$ cat src/rtl/mem_write_buffer.sv
// Posted-store buffer between the MEM stage and the cache controller.
// Stores queue in a small FIFO and drain one at a time; loads forward from it or miss to the cache.
module mem_write_buffer #(
  parameter int DEPTH    = 4,
  parameter int ADDR_LEN = 18,
  parameter int DATA_LEN = 32
) (
  input  logic                clk,
  input  logic                rst,
  input  logic [ADDR_LEN-1:0] addr,
  input  logic [DATA_LEN-1:0] data_in,
  input  logic                MEM_R_en,
  input  logic                MEM_W_en,
  output logic [DATA_LEN-1:0] data_out,
  output logic                freeze,
  output logic [ADDR_LEN-1:0] cache_addr,
  output logic [DATA_LEN-1:0] cache_data_in,
  output logic                cache_R_en,
  output logic                cache_W_en,
  input  logic [DATA_LEN-1:0] cache_data_out,
  input  logic                cache_freeze
);

  // state | meaning
  // IDLE  | no cache access in flight
  // WR    | draining the head entry to the cache
  // RD    | cache read for a load that missed the buffer
  typedef enum logic [1:0] {IDLE, WR, RD} state_t;

  localparam int PTR_W = $clog2(DEPTH);
  localparam int CNT_W = $clog2(DEPTH + 1);
  localparam logic [CNT_W-1:0] FULL_CNT = CNT_W'(DEPTH);

  state_t              state;
  logic [ADDR_LEN-1:0] ent_addr [DEPTH];
  logic [DATA_LEN-1:0] ent_data [DEPTH];
  logic [DEPTH-1:0]    ent_valid;
  logic [PTR_W-1:0]    head;
  logic [PTR_W-1:0]    tail;
  logic [CNT_W-1:0]    count;

  logic                is_load;
  logic                is_store;
  logic                full;
  logic                hit;
  logic [DATA_LEN-1:0] hit_data;
  logic [PTR_W-1:0]    idx;
  logic                load_miss;
  logic                wr_done;
  logic                rd_done;
  logic                enq;
  logic                deq;

  assign is_load   = MEM_R_en;
  assign is_store  = MEM_W_en & ~MEM_R_en;
  assign full      = (count == FULL_CNT);
  assign load_miss = is_load & ~hit;
  assign wr_done   = (state == WR) & ~cache_freeze;
  assign rd_done   = (state == RD) & ~cache_freeze;
  assign enq       = is_store & ~full;
  assign deq       = wr_done;

  // Walk oldest to youngest so the last match wins; the draining head is still valid here.
  always_comb begin
    hit      = 1'b0;
    hit_data = '0;
    idx      = head;
    for (int i = 0; i < DEPTH; i++) begin
      idx = head + PTR_W'(i);
      if (ent_valid[idx] && (ent_addr[idx][ADDR_LEN-1:2] == addr[ADDR_LEN-1:2])) begin
        hit      = 1'b1;
        hit_data = ent_data[idx];
      end
    end
  end

  always_comb begin
    data_out = '0;
    if (is_load) begin
      if (hit)
        data_out = hit_data;
      else if (rd_done)
        data_out = cache_data_out;
    end
  end

  assign freeze        = (is_store & full) | (load_miss & ~rd_done);
  assign cache_addr    = (state == RD) ? addr : ent_addr[head];
  assign cache_data_in = ent_data[head];

  always_ff @(posedge clk) begin
    if (enq) begin
      ent_addr[tail] <= addr;
      ent_data[tail] <= data_in;
    end
  end

  always_ff @(posedge clk) begin
    if (rst) begin
      state      <= IDLE;
      head       <= '0;
      tail       <= '0;
      count      <= '0;
      ent_valid  <= '0;
      cache_R_en <= 1'b0;
      cache_W_en <= 1'b0;
    end else begin
      if (deq) begin
        ent_valid[head] <= 1'b0;
        head            <= head + PTR_W'(1);
      end
      if (enq) begin
        ent_valid[tail] <= 1'b1;
        tail            <= tail + PTR_W'(1);
      end
      case ({enq, deq})
        2'b10:   count <= count + CNT_W'(1);
        2'b01:   count <= count - CNT_W'(1);
        default: count <= count;
      endcase

      case (state)
        IDLE: begin
          if (load_miss) begin
            state      <= RD;
            cache_R_en <= 1'b1;
          end else if (count != '0) begin
            state      <= WR;
            cache_W_en <= 1'b1;
          end
        end
        WR: begin
          if (!cache_freeze) begin
            if (load_miss) begin
              state      <= RD;
              cache_W_en <= 1'b0;
              cache_R_en <= 1'b1;
            end else if (count > CNT_W'(1)) begin
              state <= WR;
            end else begin
              state      <= IDLE;
              cache_W_en <= 1'b0;
            end
          end
        end
        RD: begin
          if (!cache_freeze) begin
            state      <= IDLE;
            cache_R_en <= 1'b0;
          end
        end
        default: begin
          state      <= IDLE;
          cache_R_en <= 1'b0;
          cache_W_en <= 1'b0;
        end
      endcase
    end
  end

endmodule

$ cat config.mk
export PLATFORM = sky130hd
export DESIGN_NAME = mem_write_buffer
export DESIGN_NICKNAME = d
export VERILOG_FILES = /design/src/rtl/mem_write_buffer.sv
export SDC_FILE = /design/constraint.sdc
export NUM_CORES = 1
export LEC_CHECK = 0
export CORE_UTILIZATION = 50
export CTS_BUF_LIST = sky130_fd_sc_hd__clkbuf_4 sky130_fd_sc_hd__clkbuf_8
export CTS_CLUSTER_SIZE = 12
export DETAILED_ROUTE_END_ITERATION = 10
export PLACE_DENSITY = 0.84
export SETUP_SLACK_MARGIN = 0.2
export SLEW_MARGIN = 15
export SYNTH_ARGS = -nofsm -noshare
export SYNTH_HDL_FRONTEND = slang
export SYNTH_SLANG_ARGS = --single-unit
$ cat constraint.sdc
create_clock -name clk -period 14 [get_ports clk]
set_input_delay 2.8 -clock clk [delete_from_list [all_inputs] [get_ports clk]]
set_output_delay 2.8 -clock clk [all_outputs]
set_load 0.1 [all_outputs]
==> reports/qor.yml, run 1 <==
outcome: "finished clean"
ys_seq_elements: 217
synth_xor_area_share_pct: 3.780
cts_sinks: 217
min_setup_slack_post_route_ns: 3.346
numCtsBuffers: 35
drive_gt1_share_pct: 25.00
syn_area_mm2: 0.01437
wl_mm: 36.64
clock_latency_ns: 0.54
setup-violations-final: 0
fin_worst_skew_ns: 0.04250
mappedNetlistNets: 1110
place.gp.congestion: 0.8424
period_share_pct: 76.10
synth-simple-area-share_pct: 7.229
detailedPlacementHpwl_mm: 22.53
number_of_gates_resized_after_cts: 0
vias_in_the_first_global_route: 10020
grt.overflow.total: 0
crit_arrival_ns: 7.85
max-vdd-ir-drop_mv: 0.05407
h_tree_levels: 2
fmax_ghz: 0.09386
placementRows: 61
post-synth-top-count-cell: "sky130_fd_sc_hd__edfxtp_1"
worst_hold_slack_ns: 0.5061
initial_antenna_violation_count: 2
main_combinational_cell_family_by_area_after_synthesis: "multiplexers"
p_leak_uw: 0.004890
power-per-cell-area_mw_per_mm2: 94.05
post_synth_arst_share_pct: 0
seq_area_frac_synth_pct: 44.17
tritoncts_clock_tree: "built"
synth_common_cells: "sky130_fd_sc_hd__edfxtp_1 (200), sky130_fd_sc_hd__mux4_2 (178), sky130_fd_sc_hd__clkbuf_1 (69)"
numPortBuffers: 171
grt_pass1_wl_mm: 55.12
drt-vias-per-instance: 6.769
synth.area.mux_share_pct: 31.38
ys_dominant_reg_cell: "sky130_fd_sc_hd__edfxtp_1"
hp-start: "cache_R_en$_SDFFE_PP0P_"
die_width_um: 171.5
critPathRequiredTime_ns: 11.20
initial_core_util_pct: 51.29
post_route_setup_tns_ns: 0
library_cell_with_the_largest_summed_area_after_synthesis: "sky130_fd_sc_hd__edfxtp_1"
dieArea_mm2: 0.02941
wl_per_cell_um: 23.93
final.min_clock_period_ns: 10.65
synth_fa_ha_area_share_pct: 1.132
synth_compound_gate_area_share_pct: 8.300
yosys.area.top_type_share_pct: 41.80
cap_violations: 0
core_mm2: 0.02801
hold_path_class: "flip-flop to flip-flop"
design.final.nets: 1225
timing.setup.critical_path_class: "flip-flop to output pin"
critPathLaunchType: "flip-flop"
critPathCaptureType: "output pin"
edff_count_synth: 200
postSynthCellCount: 1010
dieHeight_um: 171.5
floorplan.io_pins: 172
synth_area_leaders: "sky130_fd_sc_hd__edfxtp_1 (42%), sky130_fd_sc_hd__mux4_2 (28%), sky130_fd_sc_hd__dfxtp_1 (2.4%)"
synth-warning-count: 0
cts.clk_slew.worst_paths_ns: 0.06
synthToLayoutAreaGrowth_pct: 17.55
globalRouteTotalUtil_pct: 24.66
syn-mean-instance-area_um2: 14.22
cts.root.buffer_cell: "sky130_fd_sc_hd__clkbuf_8"
holdBufCountCts: 0
startpoint: "head[0]$_SDFFE_PP0P_"
num_vias: 10360
detail-route-antenna-nets: 0
drt-initial-drc-count: 1232
worst_slew_margin_rel_pct: 26.28
worstPathMaxFanout: 68
post-cts-setup-buffers: 0
drt_first_pass_iters: 5
crit-reg2reg-launch: "head[0]$_SDFFE_PP0P_"
worst_slew_pin_slew_ns: 1.106
timing.final.max_slew_violations: 0
report.final.hold_viol_count: 0
drcViolationCount: 0
dp_worst_setup_slack_ns: 3.604
largest_net_degree_at_the_start_of_global_routing: 78
setup_repair_after_global_routing_missed_its_margin: "no"
synth.lib_cells_used.distinct: 58
clock_tree.buffer_depth: 3
-- per-layer routing --
metal	vias up	share of wire, %	GRT usage, %	wire length [um]
met5	-	0.035	0	13
met3	113	9.3	3.659	3398
met1	5187	38	32.06	13760
met4	2	3.8	12.42	1375
met2	654	49	40.52	18090
li1	4408	-	-	-
-- cell type report --
class | instances | area [um^2]
repair buffers | 188 | 1839
multi-input cells | 667 | 7468
clock inverters | 16 | 102.6
inverters | 16 | 60.06
clock buffers | 48 | 585.6
flip-flops and latches | 217 | 6356
diodes | 1 | 2.502
well taps | 378 | 473.0
fillers | 2072 | 11120
-- critical path: stages, from the launching register on --
cell	delay [ns]
sky130_fd_sc_hd__dfxtp_4	0.90
sky130_fd_sc_hd__buf_4	0.82
sky130_fd_sc_hd__buf_4	0.93
sky130_fd_sc_hd__mux4_2	0.62
sky130_fd_sc_hd__xnor2_1	0.22
sky130_fd_sc_hd__nand4_1	0.14
sky130_fd_sc_hd__nor4_1	0.39
sky130_fd_sc_hd__and4_2	0.28
sky130_fd_sc_hd__buf_4	0.58
sky130_fd_sc_hd__or4_2	0.24
sky130_fd_sc_hd__buf_4	0.58
sky130_fd_sc_hd__a21oi_1	0.08
sky130_fd_sc_hd__nor3_1	0.25
sky130_fd_sc_hd__clkdlybuf4s50_1	1.20
-- flip-flops by register name (all words and copies together), names as in the netlist, named ones only --
register	count
ent_data	128
ent_valid	4
count	3
tail	2
cache_R_en	1
state	2
cache_W_en	1
head	2
ent_addr	72
-- cells in the final DEF (no fill, tap or decap), types with 5 or more instances in the layout --
cell                                n
sky130_fd_sc_hd__a311oi_1          33
sky130_fd_sc_hd__a21oi_1           53
sky130_fd_sc_hd__clkbuf_4          12
sky130_fd_sc_hd__nand2_1           51
sky130_fd_sc_hd__nor2_1            55
sky130_fd_sc_hd__inv_1             15
sky130_fd_sc_hd__xor2_1            29
sky130_fd_sc_hd__dfxtp_1           13
sky130_fd_sc_hd__nor2b_1            5
sky130_fd_sc_hd__buf_4             17
sky130_fd_sc_hd__nand4_1            8
sky130_fd_sc_hd__mux4_2           178
sky130_fd_sc_hd__nor3b_1           33
sky130_fd_sc_hd__mux2_2            20
sky130_fd_sc_hd__clkdlybuf4s50_1  171
sky130_fd_sc_hd__clkbuf_8          36
sky130_fd_sc_hd__o21ai_0           13
sky130_fd_sc_hd__mux2i_1           26
sky130_fd_sc_hd__ha_1              12
sky130_fd_sc_hd__o311a_1           32
sky130_fd_sc_hd__nor3_1            34
sky130_fd_sc_hd__edfxtp_1         200
sky130_fd_sc_hd__clkinv_1           9
sky130_fd_sc_hd__xnor2_1           33
-- stage by stage --
stage	instance area [um^2]	util, %	std cells	total power, uW
floorplan	14370	-	1010	975.8
global placement	16200	57.82	1466	1058
detailed placement	16200	57.82	1466	1062
CTS	16880	60.28	1530	1596
global route	16890	60.29	1531	1637
finish	16890	60.29	1531	1588
-- where the power goes --
part | internal [uW] | switching [uW] | leakage, uW
Sequential | 725 | 16.0 | 0.00196
Combinational | 111 | 198 | 0.00257
Clock | 291 | 247 | 0.000359
Total | 1130 | 461 | 0.00489
-- worst paths after layout --
check                       endpoint  slack [ns]  depth (start not counted)
max                     data_out[14]        3.35                         13
min          cache_R_en$_SDFFE_PP0P_        0.51                          2
max reg2reg  cache_W_en$_SDFFE_PP0P_        7.67                         12
min reg2reg  cache_R_en$_SDFFE_PP0P_        0.51                          2
-- logic make-up (layout without fill, tap and decap cells) --
logic type | Yosys count | in the layout
other | 0 | 1
and+or+nand+nor | 207 | 207
adders and majority gates | 13 | 13
muxes | 225 | 225
buffers and inverters | 126 | 268
DFF | 217 | 217
xor gates and xnor gates | 62 | 62
AOI/OAI and AO/OA | 160 | 160
Power figures use the tool's default switching activity.
==> run 2: changes to the inputs <==
--- a/config.mk
+++ b/config.mk
@@ -9,7 +9,7 @@
 export CTS_BUF_LIST = sky130_fd_sc_hd__clkbuf_4 sky130_fd_sc_hd__clkbuf_8
 export CTS_CLUSTER_SIZE = 12
 export DETAILED_ROUTE_END_ITERATION = 10
-export PLACE_DENSITY = 0.84
+export PLACE_DENSITY = 0.87
 export SETUP_SLACK_MARGIN = 0.2
 export SLEW_MARGIN = 15
 export SYNTH_ARGS = -nofsm -noshare
==> constraint.sdc (replaced) <==
create_clock -name clk -period 9.2 [get_ports clk]
set_input_delay 1.84 -clock clk [delete_from_list [all_inputs] [get_ports clk]]
set_output_delay 1.84 -clock clk [all_outputs]
set_load 0.1 [all_outputs]
==> run 2 against run 1 <==
  * Highest routed layer unchanged
  * Power grew 61%
  * Largest power group unchanged
  * Wire length grew 3.3%
  * Worst hold slack improved by 0.013 ns
  * Critical endpoint is now data_out[13]
==> reports/qor.yml, run 2 (synthesis gave the netlist of run 1 again) <==
clock_latency_ns: 0.58
hold_path_class: "flip-flop to flip-flop"
drt-initial-drc-count: 1315
cts.root.buffer_cell: "sky130_fd_sc_hd__clkbuf_8"
layout.cells.most_common_list: "sky130_fd_sc_hd__edfxtp_1 (200), sky130_fd_sc_hd__mux4_2 (178), sky130_fd_sc_hd__clkdlybuf4s50_1 (138), sky130_fd_sc_hd__nor2_1 (55), sky130_fd_sc_hd__a21oi_1 (53)"
numPortBuffers: 171
timing.setup.critical_path_class: "input port to output pin"
placementRows: 61
synthToLayoutAreaGrowth_pct: 17.96
die_width_um: 171.5
p_int_uw: 1822
setup-violations-final: 0
power-per-cell-area_mw_per_mm2: 151.2
registers.top_by_ff_count: "ent_data"
globalRouteTotalUtil_pct: 26.07
numCtsBuffers: 37
dieHeight_um: 171.5
cts.clk_slew.worst_paths_ns: 0.06
vias_in_the_first_global_route: 10360
tritoncts_clock_tree: "built"
largest_registers: "ent_data x128, ent_addr x72, ent_valid x4"
cts_sinks: 217
largest_net_degree_at_the_start_of_global_routing: 66
place.gp.congestion: 0.8830
clock_tree.buffer_depth: 3
dp_worst_setup_slack_ns: 1.392
holdBufCountCts: 0
max-vdd-ir-drop_mv: 0.08383
report.final.hold_viol_count: 0
combPwrFrac_pct: 18.5
wl_mm: 37.83
drcViolationCount: 0
seq_power_share_pct: 43.9
critPathLaunchType: "input port"
outcome: "finished clean"
largest_register_ff_count: 128
setup_repair_after_global_routing_missed_its_margin: "no"
core_mm2: 0.02801
h_tree_levels: 2
detailedPlacementHpwl_mm: 23.10
drt-vias-per-instance: 6.799
min_setup_slack_post_route_ns: 1.290
fin_worst_skew_ns: 0.04172
final_common_cell: "sky130_fd_sc_hd__edfxtp_1"
design.final.nets: 1229
dieArea_mm2: 0.02941
placed_cells: 1468
filler_free_cell_count_of_the_finished_design: 1536
timing.final.max_slew_violations: 0
number_of_gates_resized_after_cts: 0
critPathCaptureType: "output pin"
grt_pass1_wl_mm: 58.06
detail-route-antenna-nets: 0
grt.overflow.total: 0
post_route_setup_tns_ns: 0
drt_first_pass_iters: 6
final.min_clock_period_ns: 7.910
p_leak_uw: 0.005035
clockPowerShare_pct: 37.6
wl_per_cell_um: 24.63
post-cts-setup-buffers: 0
floorplan.io_pins: 172
sw_frac_of_total_pct: 28.86
power_switching_uw: 739.4
num_vias: 10440
cap_violations: 0
crit_arrival_ns: 6.07
fmax_ghz: 0.1264
worst_slew_pin_slew_ns: 1.090
worstPathMaxFanout: 38
worst_slew_margin_rel_pct: 27.09
initial_core_util_pct: 51.29
initial_antenna_violation_count: 2
drive_gt1_share_pct: 28.61
critPathRequiredTime_ns: 7.36
period_share_pct: 85.98
[run 2: cell count changes in the layout (fill, tap and decap cells not counted), sizes merged]
cell	delta
buf	+35
clkdlybuf4s50	-33
bufinv	+3
inv	+2
clkinv	-1
clkinvlp	-1
[run 2: critical path, cell delays in order]
cell	delay [ns]
sky130_fd_sc_hd__clkdlybuf4s50_1	0.74
sky130_fd_sc_hd__inv_1	0.24
sky130_fd_sc_hd__o211ai_1	0.20
sky130_fd_sc_hd__o21ai_0	0.13
sky130_fd_sc_hd__a31o_2	0.26
sky130_fd_sc_hd__and4_1	0.18
sky130_fd_sc_hd__buf_4	0.29
sky130_fd_sc_hd__or4_2	1.03
sky130_fd_sc_hd__buf_4	0.39
sky130_fd_sc_hd__o311a_1	0.17
sky130_fd_sc_hd__nor3_1	0.22
sky130_fd_sc_hd__buf_4	0.34
[run 2: routing by layer]
metal	share of wire [%]	global-route usage, %	wire length (um)	vias up
li1	-	-	-	4413
met1	36	33.29	13540	5147
met2	49	42.49	18430	756
met3	11	5.384	4300	125
met4	4.1	12.85	1547	2
met5	0.034	0	13	-
[run 2: cell type report]
| class | instances | area (um^2) |
|---|---|---|
| fillers | 2079 | 11060 |
| diodes | 1 | 2.502 |
| well taps | 378 | 473.0 |
| clock inverters | 19 | 211.5 |
| inverters | 16 | 60.06 |
| flip-flops and latches | 217 | 6356 |
| repair buffers | 190 | 1772 |
| clock buffers | 48 | 604.3 |
| multi-input cells | 667 | 7467 |
[run 2: power by group through the flow]
stage	Clock [uW]	Sequential [uW]	Combinational (uW)
global placement	0	1140	466
CTS	971	1120	473
global route	1010	1130	495
finish	963	1120	474
floorplan	0	1140	341
detailed placement	0	1140	471
[run 2: final timing paths]
kind                      startpoint                 endpoint  slack, ns  depth (start not counted)
min          cache_R_en$_SDFFE_PP0P_  cache_R_en$_SDFFE_PP0P_       0.52                          2
max                          addr[9]             data_out[13]       1.29                         12
max reg2reg     head[0]$_SDFFE_PP0P_  cache_R_en$_SDFFE_PP0P_       4.60                         11
min reg2reg  cache_R_en$_SDFFE_PP0P_  cache_R_en$_SDFFE_PP0P_       0.52                          2
[run 2: through the flow]
| step | power, uW | util [%] | hold slack (ns) | area (um^2) |
|---|---|---|---|---|
| 4_1_cts | 2569 | 60.49 | 0.5051 | 16940 |
| 5_1_grt | 2636 | 60.50 | 0.5561 | 16950 |
| 2_1_floorplan | 1485 | - | 0.4958 | 14370 |
| 6_report | 2562 | 60.50 | 0.5191 | 16950 |
| 3_3_place_gp | 1608 | 57.58 | 0.4794 | 16130 |
| 3_5_place_dp | 1616 | 57.58 | 0.4967 | 16130 |
